==> src/rtl/axi_addr_remap.sv <==
// Rule-based AXI AW/AR address translation in front of axi_modify_address.
// Ports: clk_i/rst_i, rule_* table, slv_req_i/slv_resp_o, mst_req_o/mst_resp_i, {aw,ar}_{addr,miss}_o.
package axi_addr_remap_pkg;
  typedef logic [31:0] addr_t;
  typedef logic [31:0] maddr_t;
  typedef logic [3:0]  id_t;

  typedef struct packed {
    id_t         id;
    addr_t       addr;
    logic [7:0]  len;
    logic [2:0]  size;
    logic [1:0]  burst;
  } aw_chan_t;

  typedef struct packed {
    id_t         id;
    addr_t       addr;
    logic [7:0]  len;
    logic [2:0]  size;
    logic [1:0]  burst;
  } ar_chan_t;

  typedef struct packed {
    logic [31:0] data;
    logic [3:0]  strb;
    logic        last;
  } w_chan_t;

  typedef struct packed {
    id_t        id;
    logic [1:0] resp;
  } b_chan_t;

  typedef struct packed {
    id_t         id;
    logic [31:0] data;
    logic [1:0]  resp;
    logic        last;
  } r_chan_t;

  typedef struct packed {
    aw_chan_t aw;
    logic     aw_valid;
    w_chan_t  w;
    logic     w_valid;
    logic     b_ready;
    ar_chan_t ar;
    logic     ar_valid;
    logic     r_ready;
  } req_t;

  typedef struct packed {
    logic    aw_ready;
    logic    ar_ready;
    logic    w_ready;
    b_chan_t b;
    logic    b_valid;
    r_chan_t r;
    logic    r_valid;
  } resp_t;
endpackage

// One-entry translate-and-hold register for a single address channel.
// Ports: slave valid/ready/chan/addr in, master valid/ready/chan/xaddr/miss out.
module axi_addr_remap_stage #(
  parameter int unsigned NumRules = 1,
  parameter type chan_t     = logic,
  parameter type slv_addr_t = logic,
  parameter type mst_addr_t = logic
) (
  input  logic                      clk_i,
  input  logic                      rst_i,
  input  logic [NumRules-1:0]       rule_en_i,
  input  slv_addr_t [NumRules-1:0]  rule_start_i,
  input  slv_addr_t [NumRules-1:0]  rule_end_i,
  input  mst_addr_t [NumRules-1:0]  rule_base_i,
  input  logic                      slv_valid_i,
  output logic                      slv_ready_o,
  input  chan_t                     slv_chan_i,
  input  slv_addr_t                 slv_addr_i,
  output logic                      mst_valid_o,
  input  logic                      mst_ready_i,
  output chan_t                     mst_chan_o,
  output mst_addr_t                 mst_addr_o,
  output logic                      mst_miss_o
);
  logic      valid_q, valid_d;
  chan_t     chan_q, chan_d;
  mst_addr_t addr_q, addr_d;
  logic      miss_q, miss_d;

  mst_addr_t xl;
  slv_addr_t off;
  logic      hit;
  logic      load;

  // Walk high to low so the lowest matching index is the last writer.
  always_comb begin
    xl  = mst_addr_t'(slv_addr_i);
    off = '0;
    hit = 1'b0;
    for (int i = int'(NumRules) - 1; i >= 0; i--) begin
      if (rule_en_i[i] &&
          slv_addr_i >= rule_start_i[i] &&
          slv_addr_i < rule_end_i[i]) begin
        off = slv_addr_i - rule_start_i[i];
        xl  = rule_base_i[i] + mst_addr_t'(off);
        hit = 1'b1;
      end
    end
  end

  // Held low in reset so nothing is accepted while state is cleared.
  assign slv_ready_o = !rst_i && (!valid_q || mst_ready_i);
  assign load        = slv_valid_i && slv_ready_o;

  always_comb begin
    valid_d = valid_q;
    chan_d  = chan_q;
    addr_d  = addr_q;
    miss_d  = miss_q;
    if (load) begin
      valid_d = 1'b1;
      chan_d  = slv_chan_i;
      addr_d  = xl;
      miss_d  = !hit;
    end else if (mst_ready_i) begin
      valid_d = 1'b0;
    end
  end

  always_ff @(posedge clk_i) begin
    if (rst_i) begin
      valid_q <= 1'b0;
      chan_q  <= '0;
      addr_q  <= '0;
      miss_q  <= 1'b0;
    end else begin
      valid_q <= valid_d;
      chan_q  <= chan_d;
      addr_q  <= addr_d;
      miss_q  <= miss_d;
    end
  end

  assign mst_valid_o = valid_q;
  assign mst_chan_o  = chan_q;
  assign mst_addr_o  = addr_q;
  assign mst_miss_o  = miss_q;
endmodule

// Top: AW/AR go through translate-and-hold stages; W/B/R are wired through.
// Translated addresses appear on aw_addr_o/ar_addr_o; mst_req_o keeps slave addr.
module axi_addr_remap
  import axi_addr_remap_pkg::*;
#(
  parameter int unsigned NumRules = 1,
  parameter type slv_addr_t = axi_addr_remap_pkg::addr_t,
  parameter type mst_addr_t = axi_addr_remap_pkg::maddr_t,
  parameter type aw_chan_t  = axi_addr_remap_pkg::aw_chan_t,
  parameter type ar_chan_t  = axi_addr_remap_pkg::ar_chan_t,
  parameter type req_t      = axi_addr_remap_pkg::req_t,
  parameter type resp_t     = axi_addr_remap_pkg::resp_t
) (
  input  logic                      clk_i,
  input  logic                      rst_i,
  input  logic [NumRules-1:0]       rule_en_i,
  input  slv_addr_t [NumRules-1:0]  rule_start_i,
  input  slv_addr_t [NumRules-1:0]  rule_end_i,
  input  mst_addr_t [NumRules-1:0]  rule_base_i,
  input  req_t                      slv_req_i,
  output resp_t                     slv_resp_o,
  output req_t                      mst_req_o,
  input  resp_t                     mst_resp_i,
  output mst_addr_t                 aw_addr_o,
  output mst_addr_t                 ar_addr_o,
  output logic                      aw_miss_o,
  output logic                      ar_miss_o
);
  logic     aw_rdy, ar_rdy;
  logic     aw_vld, ar_vld;
  aw_chan_t aw_chan;
  ar_chan_t ar_chan;

  axi_addr_remap_stage #(
    .NumRules   (NumRules),
    .chan_t     (aw_chan_t),
    .slv_addr_t (slv_addr_t),
    .mst_addr_t (mst_addr_t)
  ) i_aw (
    .clk_i        (clk_i),
    .rst_i        (rst_i),
    .rule_en_i    (rule_en_i),
    .rule_start_i (rule_start_i),
    .rule_end_i   (rule_end_i),
    .rule_base_i  (rule_base_i),
    .slv_valid_i  (slv_req_i.aw_valid),
    .slv_ready_o  (aw_rdy),
    .slv_chan_i   (slv_req_i.aw),
    .slv_addr_i   (slv_req_i.aw.addr),
    .mst_valid_o  (aw_vld),
    .mst_ready_i  (mst_resp_i.aw_ready),
    .mst_chan_o   (aw_chan),
    .mst_addr_o   (aw_addr_o),
    .mst_miss_o   (aw_miss_o)
  );

  axi_addr_remap_stage #(
    .NumRules   (NumRules),
    .chan_t     (ar_chan_t),
    .slv_addr_t (slv_addr_t),
    .mst_addr_t (mst_addr_t)
  ) i_ar (
    .clk_i        (clk_i),
    .rst_i        (rst_i),
    .rule_en_i    (rule_en_i),
    .rule_start_i (rule_start_i),
    .rule_end_i   (rule_end_i),
    .rule_base_i  (rule_base_i),
    .slv_valid_i  (slv_req_i.ar_valid),
    .slv_ready_o  (ar_rdy),
    .slv_chan_i   (slv_req_i.ar),
    .slv_addr_i   (slv_req_i.ar.addr),
    .mst_valid_o  (ar_vld),
    .mst_ready_i  (mst_resp_i.ar_ready),
    .mst_chan_o   (ar_chan),
    .mst_addr_o   (ar_addr_o),
    .mst_miss_o   (ar_miss_o)
  );

  always_comb begin
    mst_req_o          = slv_req_i;
    mst_req_o.aw       = aw_chan;
    mst_req_o.aw_valid = aw_vld;
    mst_req_o.ar       = ar_chan;
    mst_req_o.ar_valid = ar_vld;
  end

  always_comb begin
    slv_resp_o          = mst_resp_i;
    slv_resp_o.aw_ready = aw_rdy;
    slv_resp_o.ar_ready = ar_rdy;
  end
endmodule

==> config.mk <==
export PLATFORM = sky130hd
export DESIGN_NAME = axi_addr_remap
export DESIGN_NICKNAME = d
export VERILOG_FILES = /design/src/rtl/axi_addr_remap.sv
export SDC_FILE = /design/constraint.sdc
export NUM_CORES = 1
export LEC_CHECK = 0
export BUFFER_PORTS_ARGS = -buffer_cell sky130_fd_sc_hd__buf_2
export CELL_PAD_IN_SITES_DETAIL_PLACEMENT = 1
export CELL_PAD_IN_SITES_GLOBAL_PLACEMENT = 1
export CORE_MARGIN = 2
export CORE_UTILIZATION = 37
export DETAILED_ROUTE_END_ITERATION = 8
export MAX_ROUTING_LAYER = met4
export PLACE_DENSITY_LB_ADDON = 0.3
export SLEW_MARGIN = 10
export SYNTH_ARGS = -nofsm -noshare
export SYNTH_HDL_FRONTEND = slang
export SYNTH_HIERARCHICAL = 1
export SYNTH_SLANG_ARGS = --single-unit
==> constraint.sdc <==
create_clock -name clk_i -period 3.3 [get_ports clk_i]
set_clock_uncertainty 0.15 [all_clocks]
set_input_delay 0 -clock clk_i [delete_from_list [all_inputs] [get_ports clk_i]]
set_output_delay 0 -clock clk_i [all_outputs]
set_load 0.02 [all_outputs]
## Yosys cells after proc, flatten, opt, wreduce, memory -nomap -nowiden

Cells that the tools add are included.

| word-level totals | value |
|---|---|
| input bits | 289 |
| bits in registers | 166 |
| output and inout port bits | 256 |

| operators by class | value |
|---|---|
| add/sub/neg operators | 4 |
| mux-type cells | 8 |
| $lt $le $gt $ge | 4 |
| reductions and logical operators | 17 |

Operators with widths:

| cell | count |
|---|---|
| $add A32 B32 Y32 | 2 |
| $ge A32 B32 Y1 | 2 |
| $lt A32 B32 Y1 | 2 |
| $mux W32 | 2 |
| $sub A32 B32 Y32 | 2 |
| $logic_and A1 B1 Y1 | 8 |
| $mux W1 | 6 |
| $logic_not A1 Y1 | 5 |
| $reduce_bool A2 Y1 | 2 |
| $logic_or A1 B1 Y1 | 2 |

## Depth between registers and ports, before layout

| logic depth | value |
|---|---|
| word-level depth | 5 |
| mapped depth | 15 |
| gate-level depth less buffers | 14 |

## Cells and area by module

Netlist, hierarchy kept.

Modules (own cells, without submodules):

| module | instances | area an instance (sq um) | cells an instance |
|---|---|---|---|
| axi_addr_remap_stage (i_ar) | 1 | 7668.6 | 1019 |
| axi_addr_remap_stage (i_aw) | 1 | 7308.3 | 969 |
| axi_addr_remap | 1 | 690.7 | 92 |

## Worst setup path after synthesis

OpenSTA, ideal clock, no wires.

| timing path | value |
|---|---|
| kind | input-to-reg |
| from | input rule_base_i[8] (netlist bit) |
| to | register i_aw.addr_q, in the netlist i_aw/mst_addr_o[26] |
| setup slack | 0.226 ns |
| data required time | 3.025 ns |
| library setup time | 0.125 ns |
| arrival | 2.799 ns |
| stages on the path | 15 |
| cell sequence | inv_1 fa_1 inv_1 ha_1 clkbuf_1 nor3_1 nor2_1 a221oi_1 nor2_1 a2111oi_4 o21ai_1 a21oi_1 o21ai_0 xor2_1 o2bb2ai_1 |

| between the ends | value |
|---|---|
| longest elaborated chain between the ends | 2 |

Ends and longest elaborated chain:

| what | RTL line | text |
|---|---|---|
| start: declaration | 171 | `input mst_addr_t [NumRules-1:0] rule_base_i,` |
| $add A32 B32 Y32 | 108 | `xl = rule_base_i[i] + mst_addr_t'(off);` |
| $mux W32 | 104 | `if (rule_en_i[i] &&` |
| end signal: assignment | 142 | `addr_q <= addr_d;` |
| end: declaration | 90 | `mst_addr_t addr_q, addr_d;` |

Every way passes these cells.
A chain may end at the register's enable or synchronous reset.

## Worst setup path in the final report

| timing path | value |
|---|---|
| from | input slv_req_i[135] (netlist bit) |
| to | register i_aw.addr_q, in the netlist i_aw/mst_addr_o[13] |

| between the ends | value |
|---|---|
| longest elaborated chain between the ends | 4 |
| elaborated cells on any way between the ends | 5 |
| those cells by class | order compare (2); mux (1); reduce/logical (2) |

Ends and longest elaborated chain:

| what | RTL line | text |
|---|---|---|
| start: declaration | 172 | `input req_t slv_req_i,` |
| $ge A32 B32 Y1 | 105 | `slv_addr_i >= rule_start_i[i] &&` |
| $logic_and A1 B1 Y1 | 104 |  |
| $logic_and A1 B1 Y1 * | 105 |  |
| $mux W32 * | 104 |  |

Every way passes the cells marked *; elsewhere a longest branch is shown, timed or not.

==> impl_metrics.yaml <==
hold_path:
  worstHoldPathCells: 5
  hp-class: "primary input to flip-flop"
  whs_endpoint: "i_aw/mst_addr_o[31]"
  min-delay-start: "rule_start_i[31]"
die:
  die_h_um: 210
  io_pins: 545
  rows: 75
  dieArea_sq_mm: 0.0440
  start_util: 0.374
  die-width_um: 210
  coreArea_sq_mm: 0.0419
routing:
  route.detailed.drc: 0
  routedWlPerCell_um: 20.5
  vias: 16400
  drt-total-wl_mm: 65.0
  drtAntennaViolNets: 0
  drt_first_pass_iters: 4
  via_per_inst: 5.17
  drt_iter0_drc: 703
job:
  maxCapViolCount: 0
power_and_ir_drop:
  power.switching_mw: 3.32
  combPwrFrac: 0.473
  p_int_mw: 4.90
  power.density_mw_per_mm2: 396
  ir_drop_mv: 0.289
  seqPwrFrac: 0.273
  p_clk_frac: 0.254
  p_sw_frac: 0.404
  total_leakage_power_nw: 11.0
layout:
  area_growth_pct: 32.4
  layout-drive-gt1-share: 0.214
  nets: 3142
logic_synthesis:
  synthFlopType: "dfxtp_1"
  synth_edf_count: 0
  synth_fa_ha_area_frac: 0.229
  avgSynthCellArea_sq_um: 7.53
  synthCells: 2080
  synth_seq_area_share: 0.212
  syn_nets: 2619
  ys.warnings.count: 6
  yosys.cell_types.count: 83
  synth_top_family_by_area: "adder cells"
  synthXorXnorAreaFrac: 0.0307
  synth_compound_area_frac: 0.192
  ys_ff_latch: 166
  async_flop_share: 0
  synth_area_sq_mm: 0.0157
  synthMuxAreaShare: 0.0148
  synthSimpleGateAreaFrac: 0.164
critical_path:
  max_stage_delay_ns: 0.63
  cp_slowest_cell: "or4_4"
  r2r_setup_slack_ns: 1.16
  r2r_end: "i_ar/mst_addr_o[31]"
  worstPathCellList: "dlygate4sd3_1, buf_2, ha_1, nand4_1, or4_4, a2111oi_4, a211oi_1, nor3_4, buf_12, buf_4, mux2i_1, o21ai_0"
  crit_arrival_ns: 3.40
  worstRegToRegCells: 8
  worstSetupStartpointType: "primary input"
  crit_required_ns: 3.49
  end_kind: "flip-flop"
  crit_type: "primary input to flip-flop"
  critPathMaxFanout: 30
  r2r-start: "i_ar/mst_valid_o"
sta:
  holdWs_ns: 0.0641
  tightest_slew_ns: 1.14
  period_minus_slack_ns: 3.22
  slew_headroom: 0.243
  min_period_over_period: 0.975
  max_freq_mhz: 311
  final_max_slew_viol_count: 0
  setup_tns_ns: 0
  setup_violations: 0
  timing_hold_violations_final: 0
  fin_ws_ns: 0.0809
placement:
  hpwl_mm: 50.1
  port_buffers: 368
  dpl_worst_slack_ns: -0.125
  place_congestion: 0.929
clocking:
  cts_buffers: 17
  cts_sinks: 166
  htreeDepth: 4
  clk_latency_ns: 0.48
  clockBufferDepth: 2
  cts-root-buf: "clkbuf_16"
  clk_pin_slew_ns: 0.06
  cts_tree: "built"
global_route:
  grt_usage: 0.299
  antenna_found_initial: 21
  grt_pass1_wl_mm: 98.3
  grt_max_degree: 74
  grt_pass1_vias: 17500
  overflow: 0
run_status:
  outcome: "complete, no violations"
[worst max-delay path: cells and delay by family]
family / cells / cell delay, ns
buf+inv: 4 / 1.09
simple gates: 3 / 1.07
compound gates: 3 / 0.68
fa+ha+maj: 1 / 0.31
mux: 1 / 0.23
[routing by layer]
| layer | vias up | share of wire | routed length (um) | global-route usage |
|---|---|---|---|---|
| met5 | - | 0 | 0 | - |
| met4 | 0 | 0.037 | 2410 | 0.133 |
| met3 | 122 | 0.047 | 3070 | 0.0473 |
| met2 | 541 | 0.48 | 30900 | 0.489 |
| met1 | 7881 | 0.44 | 28600 | 0.363 |
| li1 | 7866 | - | - | - |
[cells in the final DEF, fill, tap and decap left out, drive strengths merged, types with 62 or more instances in the layout]
cell,instances
buf,476
inv,386
fa,62
dfxtp,166
nand3,95
nand2,275
nor2,90
dlygate4sd3,199
a21oi,144
ha,188
o21ai,117
[power by group through the flow]
stage	registers, mW	logic (mW)	clock network, mW
final	2.24	3.89	2.09
after global routing	2.26	4.27	2.22
after CTS	2.24	3.79	2.14
after detailed placement	2.28	3.50	0
after global placement	2.28	3.41	0
after floorplan	2.46	2.21	0
[kinds of logic after synthesis]
group           count (synthesis)
mux                            22
compound gates                463
fa+ha+maj                     250
flops                         166
xor+xnor                       55
buf+inv                       553
simple gates                  571
[Yosys cell counts (5+ instances only)]
master | n | area [sq um]
inv_1 | 380 | 1430
nand2_1 | 275 | 1030
ha_1 | 188 | 2350
dfxtp_1 | 166 | 3320
a21oi_1 | 141 | 706
o21ai_0 | 113 | 566
nand3_1 | 95 | 475
buf_4 | 93 | 698
nor2_1 | 89 | 334
fa_1 | 62 | 1240
a21o_1 | 56 | 420
clkbuf_1 | 55 | 206
a211oi_1 | 37 | 278
xnor2_1 | 35 | 307
nand4_1 | 24 | 150
nor3_1 | 20 | 100
xor2_1 | 20 | 175
mux2i_1 | 19 | 190
buf_1 | 12 | 45.0
a31oi_1 | 10 | 62.6
and3_1 | 10 | 62.6
nand2b_1 | 10 | 62.6
nor2b_1 | 10 | 62.6
and2_1 | 9 | 56.3
o211ai_1 | 9 | 67.6
o21a_1 | 9 | 67.6
buf_2 | 7 | 35.0
a211oi_2 | 6 | 75.1
nor3b_1 | 6 | 45.0
o31ai_1 | 6 | 45.0
a41oi_1 | 5 | 43.8
nor4_1 | 5 | 31.3
o21bai_1 | 5 | 37.5
[worst max path at each step]
| stage | startpoint | endpoint | slack (ns) | cells past startpoint |
|---|---|---|---|---|
| floorplan | rule_base_i[8] | i_aw/mst_addr_o[26] | 0.23 | 15 |
| global placement | rule_start_i[8] | i_aw/mst_addr_o[22] | -0.11 | 16 |
| detailed placement | rule_start_i[8] | i_aw/mst_addr_o[22] | -0.13 | 16 |
| CTS | slv_req_i[110] | i_aw/mst_addr_o[22] | 0.002 | 18 |
| global route | slv_req_i[135] | i_aw/mst_addr_o[30] | -0.01 | 13 |
| finish | slv_req_i[135] | i_aw/mst_addr_o[13] | 0.08 | 12 |
[timing repair]
item                       in CTS  in global routing
hold endpoints to repair      251                  0
setup buffers                   0                  4
hold buffers                  199                  0
setup endpoints to repair       0                 29
gates resized for setup         0                 23
[flip-flops by register name (all words and copies together) (netlist names)]
| name | flops |
|---|---|
| i_ar/mst_chan_o | 49 |
| i_aw/mst_chan_o | 49 |
| i_ar/mst_addr_o | 32 |
| i_aw/mst_addr_o | 32 |
| i_ar/mst_miss_o | 1 |
| i_ar/mst_valid_o | 1 |
| i_aw/mst_miss_o | 1 |
| i_aw/mst_valid_o | 1 |
[stage by stage]
step | instance area, sq um | std cells | power (mW) | utilization
4_1_cts | 20600 | 3150 | 8.17 | 0.491
6_report | 20800 | 3174 | 8.23 | 0.496
5_1_grt | 20800 | 3174 | 8.75 | 0.496
3_3_place_gp | 18000 | 2920 | 5.69 | 0.430
2_1_floorplan | 15700 | 2080 | 4.67 | -
3_5_place_dp | 18000 | 2920 | 5.78 | 0.430
[cell type report]
type | count | area [sq um]
Sequential cell | 166 | 3320
Tap cell | 539 | 674
Multi-Input combinational cell | 1361 | 10000
Fill cell | 5264 | 21100
Timing Repair Buffer | 675 | 4680
Inverter | 382 | 1430
Clock inverter | 13 | 146
Antenna cell | 20 | 50.0
Clock buffer | 18 | 439
Power figures use the tool's default switching activity.
